**config.mk**
```make
export PLATFORM = sky130hd
export DESIGN_NAME = llmint8_outlier_gather
export DESIGN_NICKNAME = d
export VERILOG_FILES = /design/src/rtl/llmint8_outlier_gather.sv
export SDC_FILE = /design/constraint.sdc
export NUM_CORES = 1
export LEC_CHECK = 0
export ABC_AREA = 1
export BUFFER_PORTS_ARGS = -buffer_cell sky130_fd_sc_hd__buf_2
export CAP_MARGIN = 25
export CORE_ASPECT_RATIO = 0.9
export CORE_MARGIN = 1
export CORE_UTILIZATION = 40
export DETAILED_ROUTE_END_ITERATION = 7
export GPL_TIMING_DRIVEN = 0
export PLACE_DENSITY = 0.66
export SYNTH_ARGS = -nofsm -noshare
export SYNTH_HDL_FRONTEND = slang
export SYNTH_SLANG_ARGS = --single-unit
```
**constraint.sdc**
```tcl
create_clock -name clk -period 8.9 [get_ports clk]
set_input_delay 1.78 -clock clk [delete_from_list [all_inputs] [get_ports clk]]
set_output_delay 1.78 -clock clk [all_outputs]
set_load 0.02 [all_outputs]
```
**src/rtl/llmint8_outlier_gather.sv**
```systemverilog
`default_nettype none
// ============================================================================
// Module      : llmint8_outlier_gather
// Description : Merges the high-precision and int8 result streams element by
//               element, steered by buffered per-element outlier masks.
// Revision    : 1.0 - initial release
// ============================================================================
module llmint8_outlier_gather #(
    parameter int PARALLELISM = 4,
    parameter int DATA_WIDTH  = 16,
    parameter int SMALL_WIDTH = 8,
    parameter int FRAC_WIDTH  = 0,
    parameter int MASK_DEPTH  = 4,
    parameter int CNT_WIDTH   = 32
) (
    input  logic                              clk,
    input  logic                              rst,
    input  logic [PARALLELISM-1:0]            mask_in,
    input  logic                              mask_in_valid,
    output logic                              mask_in_ready,
    input  logic [PARALLELISM*DATA_WIDTH-1:0] data_in_large,
    input  logic                              data_in_large_valid,
    output logic                              data_in_large_ready,
    input  logic [PARALLELISM*SMALL_WIDTH-1:0] data_in_small,
    input  logic                              data_in_small_valid,
    output logic                              data_in_small_ready,
    output logic [PARALLELISM*DATA_WIDTH-1:0] data_out,
    output logic                              data_out_valid,
    input  logic                              data_out_ready,
    output logic [CNT_WIDTH-1:0]              outlier_count
);

    localparam int c_ptr_w = (MASK_DEPTH > 1) ? $clog2(MASK_DEPTH) : 1;
    localparam int c_occ_w = c_ptr_w + 1;
    localparam int c_pc_w  = $clog2(PARALLELISM + 1);

    // Both inputs and the output share FRAC_WIDTH, so no realignment is needed.
    localparam int c_frac_unused = FRAC_WIDTH;

    logic [PARALLELISM-1:0]            r_mask_mem [MASK_DEPTH];
    logic [c_ptr_w-1:0]                r_wr_ptr;
    logic [c_ptr_w-1:0]                r_rd_ptr;
    logic [c_occ_w-1:0]                r_occ;
    logic [PARALLELISM*DATA_WIDTH-1:0] r_data_out;
    logic                              r_out_valid;
    logic [CNT_WIDTH-1:0]              r_count;

    logic                              w_full;
    logic                              w_nonempty;
    logic                              w_out_free;
    logic                              w_data_ready;
    logic                              w_push;
    logic                              w_fire;
    logic [PARALLELISM-1:0]            w_head;
    logic [PARALLELISM*DATA_WIDTH-1:0] w_merged;
    logic [c_pc_w-1:0]                 w_popcnt;
    logic [CNT_WIDTH:0]                w_sum;

    assign w_full       = (r_occ == c_occ_w'(MASK_DEPTH));
    assign w_nonempty   = (r_occ != '0);
    assign w_out_free   = !r_out_valid || data_out_ready;
    assign w_data_ready = w_nonempty && w_out_free && !rst;
    assign w_push       = mask_in_valid && mask_in_ready;
    assign w_fire       = w_data_ready && data_in_large_valid && data_in_small_valid;
    assign w_head       = r_mask_mem[r_rd_ptr];

    assign mask_in_ready       = !w_full && !rst;
    assign data_in_large_ready = w_data_ready;
    assign data_in_small_ready = w_data_ready;

    generate
        for (genvar i = 0; i < PARALLELISM; i++) begin : g_elem
            logic signed [SMALL_WIDTH-1:0] w_small;
            logic        [DATA_WIDTH-1:0]  w_small_ext;
            assign w_small     = data_in_small[i*SMALL_WIDTH +: SMALL_WIDTH];
            assign w_small_ext = DATA_WIDTH'(w_small);
            assign w_merged[i*DATA_WIDTH +: DATA_WIDTH] =
                w_head[i] ? data_in_large[i*DATA_WIDTH +: DATA_WIDTH] : w_small_ext;
        end
    endgenerate

    always_comb begin
        w_popcnt = '0;
        for (int i = 0; i < PARALLELISM; i++) begin
            w_popcnt = w_popcnt + c_pc_w'(w_head[i]);
        end
    end

    // One extra bit catches overflow so the counter can pin at all-ones.
    assign w_sum = {1'b0, r_count} + (CNT_WIDTH + 1)'(w_popcnt);

    always_ff @(posedge clk) begin
        if (w_push) begin
            r_mask_mem[r_wr_ptr] <= mask_in;
        end
    end

    always_ff @(posedge clk) begin
        if (rst) begin
            r_wr_ptr <= '0;
            r_rd_ptr <= '0;
            r_occ    <= '0;
        end else begin
            if (w_push) begin
                r_wr_ptr <= r_wr_ptr + c_ptr_w'(1);
            end
            if (w_fire) begin
                r_rd_ptr <= r_rd_ptr + c_ptr_w'(1);
            end
            case ({w_push, w_fire})
                2'b10:   r_occ <= r_occ + c_occ_w'(1);
                2'b01:   r_occ <= r_occ - c_occ_w'(1);
                default: r_occ <= r_occ;
            endcase
        end
    end

    always_ff @(posedge clk) begin
        if (rst) begin
            r_data_out  <= '0;
            r_out_valid <= 1'b0;
            r_count     <= '0;
        end else if (w_fire) begin
            r_data_out  <= w_merged;
            r_out_valid <= 1'b1;
            r_count     <= w_sum[CNT_WIDTH] ? {CNT_WIDTH{1'b1}} : w_sum[CNT_WIDTH-1:0];
        end else if (r_out_valid && data_out_ready) begin
            r_out_valid <= 1'b0;
        end
    end

    assign data_out       = r_data_out;
    assign data_out_valid = r_out_valid;
    assign outlier_count  = r_count;

endmodule
`default_nettype wire

```
# == Yosys cells after proc, flatten, opt, wreduce, memory -nomap -nowiden ==
# Memory sizes are Yosys's and may differ from the RTL's. A register that Yosys moved wholly into a read port is not among the register bits.
# Cells that the tools add are included.
# word_totals
regBits,104
ram_bits,16
input_bits,106
out_inout_bits,100
wordCells,44
mem_count,1
# classes
n_addsub,8
n_eq_ne,3
muxes,12
reduce_logical,14
# memory_table
memory,depth,width,rd,rd_clocked_by_memory_dff,wr,line,text
r_mask_mem,4,4,1,1,1,40,logic [PARALLELISM-1:0] r_mask_mem [MASK_DEPTH];
# op_table
cell,count
2-to-1 mux 16 bit,4
adder 32 x 3 -> 33 bit,1
2-to-1 mux 32 bit,1
logical AND 1 bit,7
case mux 3 bit (2 select lines),1
adder 2 x 1 -> 2 bit (second input constant),2
2-to-1 mux 1 bit,4
2-to-1 mux 2 bit,2
nonzero test 2 bit,2
adder 2 x 1 -> 3 bit,1
adder 3 x 1 -> 3 bit,1
adder 3 x 1 -> 3 bit (second input constant),1
equality test 3 bit (second input constant),1
logical NOT 1 bit,3
nonzero test 3 bit,1
subtractor 3 x 1 -> 3 bit (second input constant),1
adder 1 x 1 -> 2 bit,1
equality test 2 x 1 -> 1 bit (second input constant),1
equality test 2 bit (second input constant),1
logical OR 1 bit,1

# == Longest topological paths before layout ==
# Gate-level depths: netlist (run 1).
# depth
word_depth,8
mapped_depth,20
mapped_depth_nobuf,19

# == Least setup slack after synthesis (run 1) ==
# OpenSTA, ideal clock, no wires.
# synth_timing
path_type,input to output
from,input data_out_ready
to,output data_in_small_ready
arrival_ns,2.356
t_required_ns,7.120
slack_ns,4.764
stages,5
n_path_buf,1
cell_sequence,inv_2 -> a21oi_2 -> nand2_2 -> inv_1 -> buf_4
# synth_between
elab_chain_len,3
# synth_rtl
element,line,text
"start, declared",29,"input logic data_out_ready,"
logical OR 1 bit,61,assign w_out_free = !r_out_valid || data_out_ready;
logical AND 1 bit (2 in a row),62,assign w_data_ready = w_nonempty && w_out_free && !rst;
"end, declared",26,"output logic data_in_small_ready,"
# Every way passes these cells.

# == Final worst setup path (run 1) ==
# layout_timing
from,input rst
to,output mask_in_ready
# layout_between
elab_chain_len,2
# layout_rtl
element,line,text
"start, declared",17,"input logic rst,"
logical NOT 1 bit,67,assign mask_in_ready = !w_full && !rst;
logical AND 1 bit,67,
"end, declared",20,"output logic mask_in_ready,"
# Every way passes these cells.

==> results.cfg, run 1 <==
[status]
outcome = complete, no violations

[detailed_routing]
m1WireLength_um = 8236
dr.first_iter.drc_count = 258
wl_met2_um = 8507
final_antenna_net_count = 0
vias_per_cell = 4.832
wirelength_um = 18270
avgRoutedWirePerCell_um = 14.62
routed-via-count = 6040
met3WireLength_um = 1286
drt-pass1-iter-count = 4
dr.max_layer_used = met5
route.detailed.drc = 0

[yosys]
ys_seq_area_share_pct = 42.09
syn_nets = 932
yosys-top-cells-area = dfxtp_1 34%, nand2_1 11%, edfxtp_1 7.8%, inv_1 7.5%, nor2_1 5.8%
synth_top_area_share_pct = 34.32
synth_common_cells = 188 x nand2_1, 123 x inv_1, 106 x dfxtp_1, 95 x nor2_1, 49 x nand3_1
ys.flop_type = dfxtp_1
yosysWarnings = 0
synthAdderAreaFrac_pct = 2.509
netlist_area_um2 = 6183
ys_ff_latch = 122
yosysTopAreaCell = dfxtp_1
netlist_instances = 816
synth_top_family_by_area = simple AND/OR/NAND/NOR gates
muxShareOfSynthArea_pct = 0
avgSynthCellArea_um2 = 7.578
synth-simple-area-share_pct = 26.99
synth.distinct_cells = 34
async_flop_share_pct = 0
synth_edf_count = 16
synth-compound-area-share_pct = 14.39
synth.most_common_cell = nand2_1
synthXorXnorAreaFrac_pct = 1.700

[global_route]
grt_use_total_pct = 23.34
grt_overflow = 0
grt_max_degree = 17
antenna_found_initial = 1
grt_pass1_wl_um = 28600
grt_pass1_vias = 5539

[clock_network]
ctsLongestPathBuffers = 2
htreeDepth = 4
cts_root_buffer = clkbuf_16
ctsResizeCount = 0
hold_buffers = 0
post_cts_buffers = 0
clk_pin_slew_ps = 60
cts_tree = yes
cts.sinks = 122
clk_latency_ps = 420
numCtsBuffers = 17

[worst_setup_path]
worstPathCellList = buf_2, buf_2, a31oi_1, buf_2
crit_top_cell = buf_2
worstPathRequired_ps = 7120
slowest_stage = a31oi_1
cp_max_fo = 10
start_kind = input port
slowest_delay_ps = 240
crit_arrival_ps = 2530
path_class = input port to output port
end_kind = output port

[placement]
place_ws_ps = 4574
placedCellCount = 1219
hpwlAfterDp_um = 13460
place_area_um2 = 7457
gp_congestion = 0.8583
port_buffers = 205

[min_path]
hold_path_class = flip-flop to flip-flop

[sta]
finalMaxSlewViolations = 0
worst_pin_slew_ps = 542.1
skew_ps = 8.232
finalCritPeriodShare_pct = 48.37
rsz0062_at_grt = false
max_freq_ghz = 0.2323
finalSetupViolations = 0
setup_tns_ps = 0
worst_slack_ps = 4595
finalHoldViolCount = 0
period_minus_slack_ps = 4305
slew_headroom_pct = 63.86

[floorplan]
dieArea_um2 = 15960
core_um2 = 14920
io_pins = 206
core.rowCount = 42
dieHeight_um = 120.0
start_util_pct = 41.43
die_w_um = 133.1

[layout]
fill_cells = 1500
n_antenna_cell = 0
syn2layout_area_growth_pct = 30.25
nets = 1156
multi_input_area_um2 = 2819
final_area_um2 = 8054
final_util_pct = 53.97
stdcell_count = 1250
regArea_um2 = 2603
drive_above_1_share_pct = 31.46

[flow_run]
cap_violations = 0

[pwr]
peakVddDrop_v = 0.0001276
leakage_nw = 4.217
power_density_nw_per_um2 = 176.2
## placed cells by master, fill, tap and decap left out, types with 3 or more instances in the layout
cell type   Yosys  layout
nand3b_1       12      12
buf_4           6       6
a21oi_1        23      23
clkbuf_16       0      18
ha_1            6       6
edfxtp_1       16      16
o221ai_1       18      18
o211ai_1       14      14
a21oi_2         3       3
o21ai_0        21      21
o221ai_2       18      18
inv_2          25      25
fa_1            4       4
nand2_1       188     188
a31oi_1        16      16
clkbuf_1        5       6
clkinvlp_4      0       3
nand2_4         5       5
xnor2_1         8       8
clkinv_2        0       3
buf_2          18     223
nor2_4          4       4
nand3_2         7       7
buf_6           4       4
nor2_1         95      95
nand2_2         3       3
nand3_1        49      49
inv_1         123     123
dfxtp_1       106     106
nand4_1         6       6
xor2_1          4       4
## cells by family after synthesis
group,count (synthesis)
and+or+nand+nor,374
DFF,122
xor gates and xnor gates,12
buffers and inverters,183
AOI/OAI and AO/OA,115
adders and majority gates,10
## worst max-delay path: cells and delay by family
family | cells | cell delay [ps]
AOI/OAI and AO/OA | 1 | 240
buffers and inverters | 3 | 510
## area by class of cell
cell class                 instances  area share (%)
buffer                            34           2.517
clock buffer                      21           5.981
clock inverter                    10           1.429
inverter                         149           6.944
multi-input combinational        511           35.00
sequential                       122           32.31
tap                              198           3.076
timing repair buffer             205           12.74
## final timing paths
kind,from,endpoint,slack [ps],cells after the start
max,rst,mask_in_ready,4590,4
min,r_rd_ptr[0],r_rd_ptr[0],480,1
max reg2reg,flip-flop,outlier_count[7],5200,19
min reg2reg,r_rd_ptr[0],r_rd_ptr[0],480,1
## metrics by stage
step | hold WS (ps) | total power, mW
floorplan | 442.3 | 0.6742
global placement | 461.1 | 0.7311
detailed placement | 471.0 | 0.7328
CTS | 482.5 | 1.427
global route | 508.1 | 1.472
finish | 481.3 | 1.419
## registers in the layout, indices dropped and copies added (netlist names), named ones only
name,flops
data_out,64
outlier_count,32
r_mask_mem,16
r_occ,3
r_rd_ptr,2
r_wr_ptr,2
data_out_valid,1
## power by group
group / switching [mW] / internal [mW]
clock: 0.257 / 0.441
sequential: 0.00746 / 0.572
combinational: 0.0886 / 0.0523
## per-layer routing
layer / vias to the layer above / track usage (%)
met5: - / 0
met4: 2 / 7.615
met3: 20 / 6.041
met2: 198 / 38.91
met1: 2746 / 29.28
li1: 3074 / -
No activity file was read; power rests on OpenSTA's default activity.
==> inputs of run 2 (changes only) <==
--- a/config.mk
+++ b/config.mk
@@ -5,7 +5,7 @@
 export SDC_FILE = /design/constraint.sdc
 export NUM_CORES = 1
 export LEC_CHECK = 0
-export ABC_AREA = 1
+export ABC_AREA = 0
 export BUFFER_PORTS_ARGS = -buffer_cell sky130_fd_sc_hd__buf_2
 export CAP_MARGIN = 25
 export CORE_ASPECT_RATIO = 0.9
@@ -13,7 +13,7 @@
 export CORE_UTILIZATION = 40
 export DETAILED_ROUTE_END_ITERATION = 7
 export GPL_TIMING_DRIVEN = 0
-export PLACE_DENSITY = 0.66
+export PLACE_DENSITY = 0.67
 export SYNTH_ARGS = -nofsm -noshare
 export SYNTH_HDL_FRONTEND = slang
 export SYNTH_SLANG_ARGS = --single-unit
==> constraint.sdc (replaced) <==
create_clock -name clk -period 4.3 [get_ports clk]
set_input_delay 0.86 -clock clk [delete_from_list [all_inputs] [get_ports clk]]
set_output_delay 0.86 -clock clk [all_outputs]
set_load 0.02 [all_outputs]
==> run 2 against run 1 <==
Compared with the run above:
- worst setup slack got worse by 4300 ps
- final cell count is 23% lower
- final area decreased by 9.8%
- clock skew rose by 7.9 ps
- register-to-register slack got worse by 4900 ps
- count of clock-buffer cells in the layout fell by 2
- via count down 14%
==> results.cfg, run 2 <==
[yosys]
yosysWarnings = 0
synth.most_common_cell = dfxtp_1
yosysTopAreaCell = dfxtp_1
synth_top_area_share_pct = 39.28
synth.distinct_cells = 43
ys_seq_area_share_pct = 48.17
async_flop_share_pct = 0
avgSynthCellArea_um2 = 9.562
syn_nets = 681
synth_edf_count = 16
netlist_instances = 565
ys.flop_type = dfxtp_1
netlist_area_um2 = 5403
ys_ff_latch = 122
synth_common_cells = 106 x dfxtp_1, 85 x nor2_1, 64 x a211oi_1, 48 x nor3_1, 28 x mux2i_1
yosys-top-cells-area = dfxtp_1 39%, a211oi_1 8.9%, edfxtp_1 8.9%, nor2_1 5.9%, mux2i_1 5.2%

[worst_setup_path]
path_class = flip-flop to flip-flop
cp_max_fo = 18
slowest_stage = fa_1
end_kind = flip-flop
crit_top_cell = fa_1
reg2reg_depth = 14
crit_arrival_ps = 4330
start_kind = flip-flop
worstPathCellList = mux4_2, buf_2, fa_1, inv_1, fa_1, inv_1, fa_1, nand3_1, nor4_4, and2_1, buf_4, nand2_2, buf_2, a21oi_1
slowest_delay_ps = 570
worstPathRequired_ps = 4630

[sta]
finalSetupViolations = 0
slew_headroom_pct = 34.19
finalHoldViolCount = 0
rsz0062_at_grt = false
max_freq_ghz = 0.2504
worst_pin_slew_ps = 979.7
finalCritPeriodShare_pct = 92.87
hold_ws_ps = 488.4
finalMaxSlewViolations = 0
period_minus_slack_ps = 3994
skew_ps = 16.08

[detailed_routing]
routed-via-count = 5189
route.detailed.drc = 0
wirelength_um = 16130
drt-pass1-iter-count = 5
final_antenna_net_count = 0
avgRoutedWirePerCell_um = 16.70
dr.first_iter.drc_count = 248
vias_per_cell = 5.372

[floorplan]
core.rowCount = 39
dieHeight_um = 112.3
core_um2 = 12930
die_w_um = 124.5
io_pins = 206
start_util_pct = 41.78
dieArea_um2 = 13980

[pwr]
p_switching_mw = 0.7218
intPower_mw = 2.226
p_comb_share_pct = 9.6
power_mw = 2.947
peakVddDrop_v = 0.0002365
p_sw_share_pct = 24.49
power.share.clock_pct = 49.6
seq_power_share_pct = 40.8
leakage_nw = 3.151
power_density_nw_per_um2 = 405.9

[layout]
syn2layout_area_growth_pct = 34.41
drive_above_1_share_pct = 34.91
n_antenna_cell = 0
layout_common_cells = 226 x buf_2, 105 x dfxtp_1, 85 x nor2_1, 64 x a211oi_1, 48 x nor3_1
multi_input_area_um2 = 2550
fill_cells = 1194
regArea_um2 = 2604
largest_reg_flops = 64
nets = 905
layout_commonest_cell = buf_2

[clock_network]
htreeDepth = 4
clk_latency_ps = 430
cts_tree = yes
clk_pin_slew_ps = 60
ctsLongestPathBuffers = 2
cts.sinks = 122
numCtsBuffers = 17
cts_root_buffer = clkbuf_16

[global_route]
antenna_found_initial = 0
grt_overflow = 0
grt_max_degree = 19
grt_pass1_vias = 5106
grt_use_total_pct = 23.55
grt_pass1_wl_um = 25910

[min_path]
holdPathStages = 2
min_from = data_out[8]
hold_path_class = flip-flop to flip-flop

[placement]
port_buffers = 205
gp_congestion = 0.8507
hpwlAfterDp_um = 11970

[status]
outcome = complete, no violations

[flow_run]
cap_violations = 0
[run 2: cell count changes in the layout (fill, tap and decap cells not counted), moves of 24 or more]
cell      previous run  this run
mux2i_1              0        28
nor3_1               2        48
nand2_1            188        11
inv_2               25         1
a211oi_1             0        64
nand3_1             49        11
inv_1              123        13
[run 2: metrics by stage]
step	TNS [ps]	cell area (um^2)	utilization, %	setup slack [ps]	std cells
after global routing	0	7262	56.16	68.56	966
after floorplan	0	5403	-	352.3	565
after detailed placement	-11660	6634	51.30	-493.0	934
after global placement	-11700	6634	51.30	-455.3	934
final	0	7262	56.16	306.5	966
after CTS	0	7261	56.15	158.3	966
[run 2: kinds of logic (layout without fill, tap and decap cells)]
logic type / count (synthesis) / in the layout / synth area share (%)
simple gates: 213 / 213 / 20.06
mux: 32 / 32 / 6.855
compound gates: 101 / 101 / 12.88
flops: 122 / 122 / 48.17
fa+ha+maj: 10 / 10 / 2.872
buf+inv: 60 / 297 / 4.794
xor+xnor: 27 / 27 / 4.377
[run 2: cell type report]
cell class	count	share of cell area, %
clock inverter	13	2.309
buffer	44	2.739
clock buffer	19	6.099
tap	164	2.826
timing repair buffer	207	14.33
sequential	122	35.85
multi-input combinational	383	35.11
inverter	14	0.7236
[run 2: worst paths after layout]
path | to | slack (ps)
setup / recovery | outlier_count[25] | 310
hold / removal | data_out[8] | 490
setup reg to reg | outlier_count[25] | 310
hold reg to reg | data_out[8] | 490
[run 2: per-layer routing]
metal / part of all wire, % / vias to the layer above / GRT usage [%]
met5: 0 / - / 0
met4: 1.3 / 0 / 8.273
met3: 6.7 / 21 / 6.578
met2: 47 / 210 / 38.90
met1: 45 / 2455 / 29.53
li1: - / 2503 / -
[run 2: timing repair]
| action | CTS | global route |
|---|---|---|
| pin swaps | 1 | 0 |
| setup buffers | 2 | 0 |
| hold buffers | 0 | 0 |
| resized for setup | 1 | 1 |
| endpoints found under the setup margin | 30 | 6 |
| hold endpoints to repair | 0 | 0 |
[run 2: worst max-delay path: cells and delay by family (launching register included)]
kind	cells	cell delay, ps
fa+ha+maj	3	1240
buf+inv	5	820
simple gates	4	780
mux	1	500
flops	1	400
compound gates	1	180
[run 2: power groups by stage]
stage          Sequential [mW]  Clock [mW]  Combinational (mW)
4_1_cts                   1.20        1.49               0.286
5_1_grt                   1.20        1.54               0.312
6_report                  1.20        1.46               0.284
2_1_floorplan             1.25           0               0.138
3_5_place_dp              1.23           0               0.283
3_3_place_gp              1.22           0               0.277
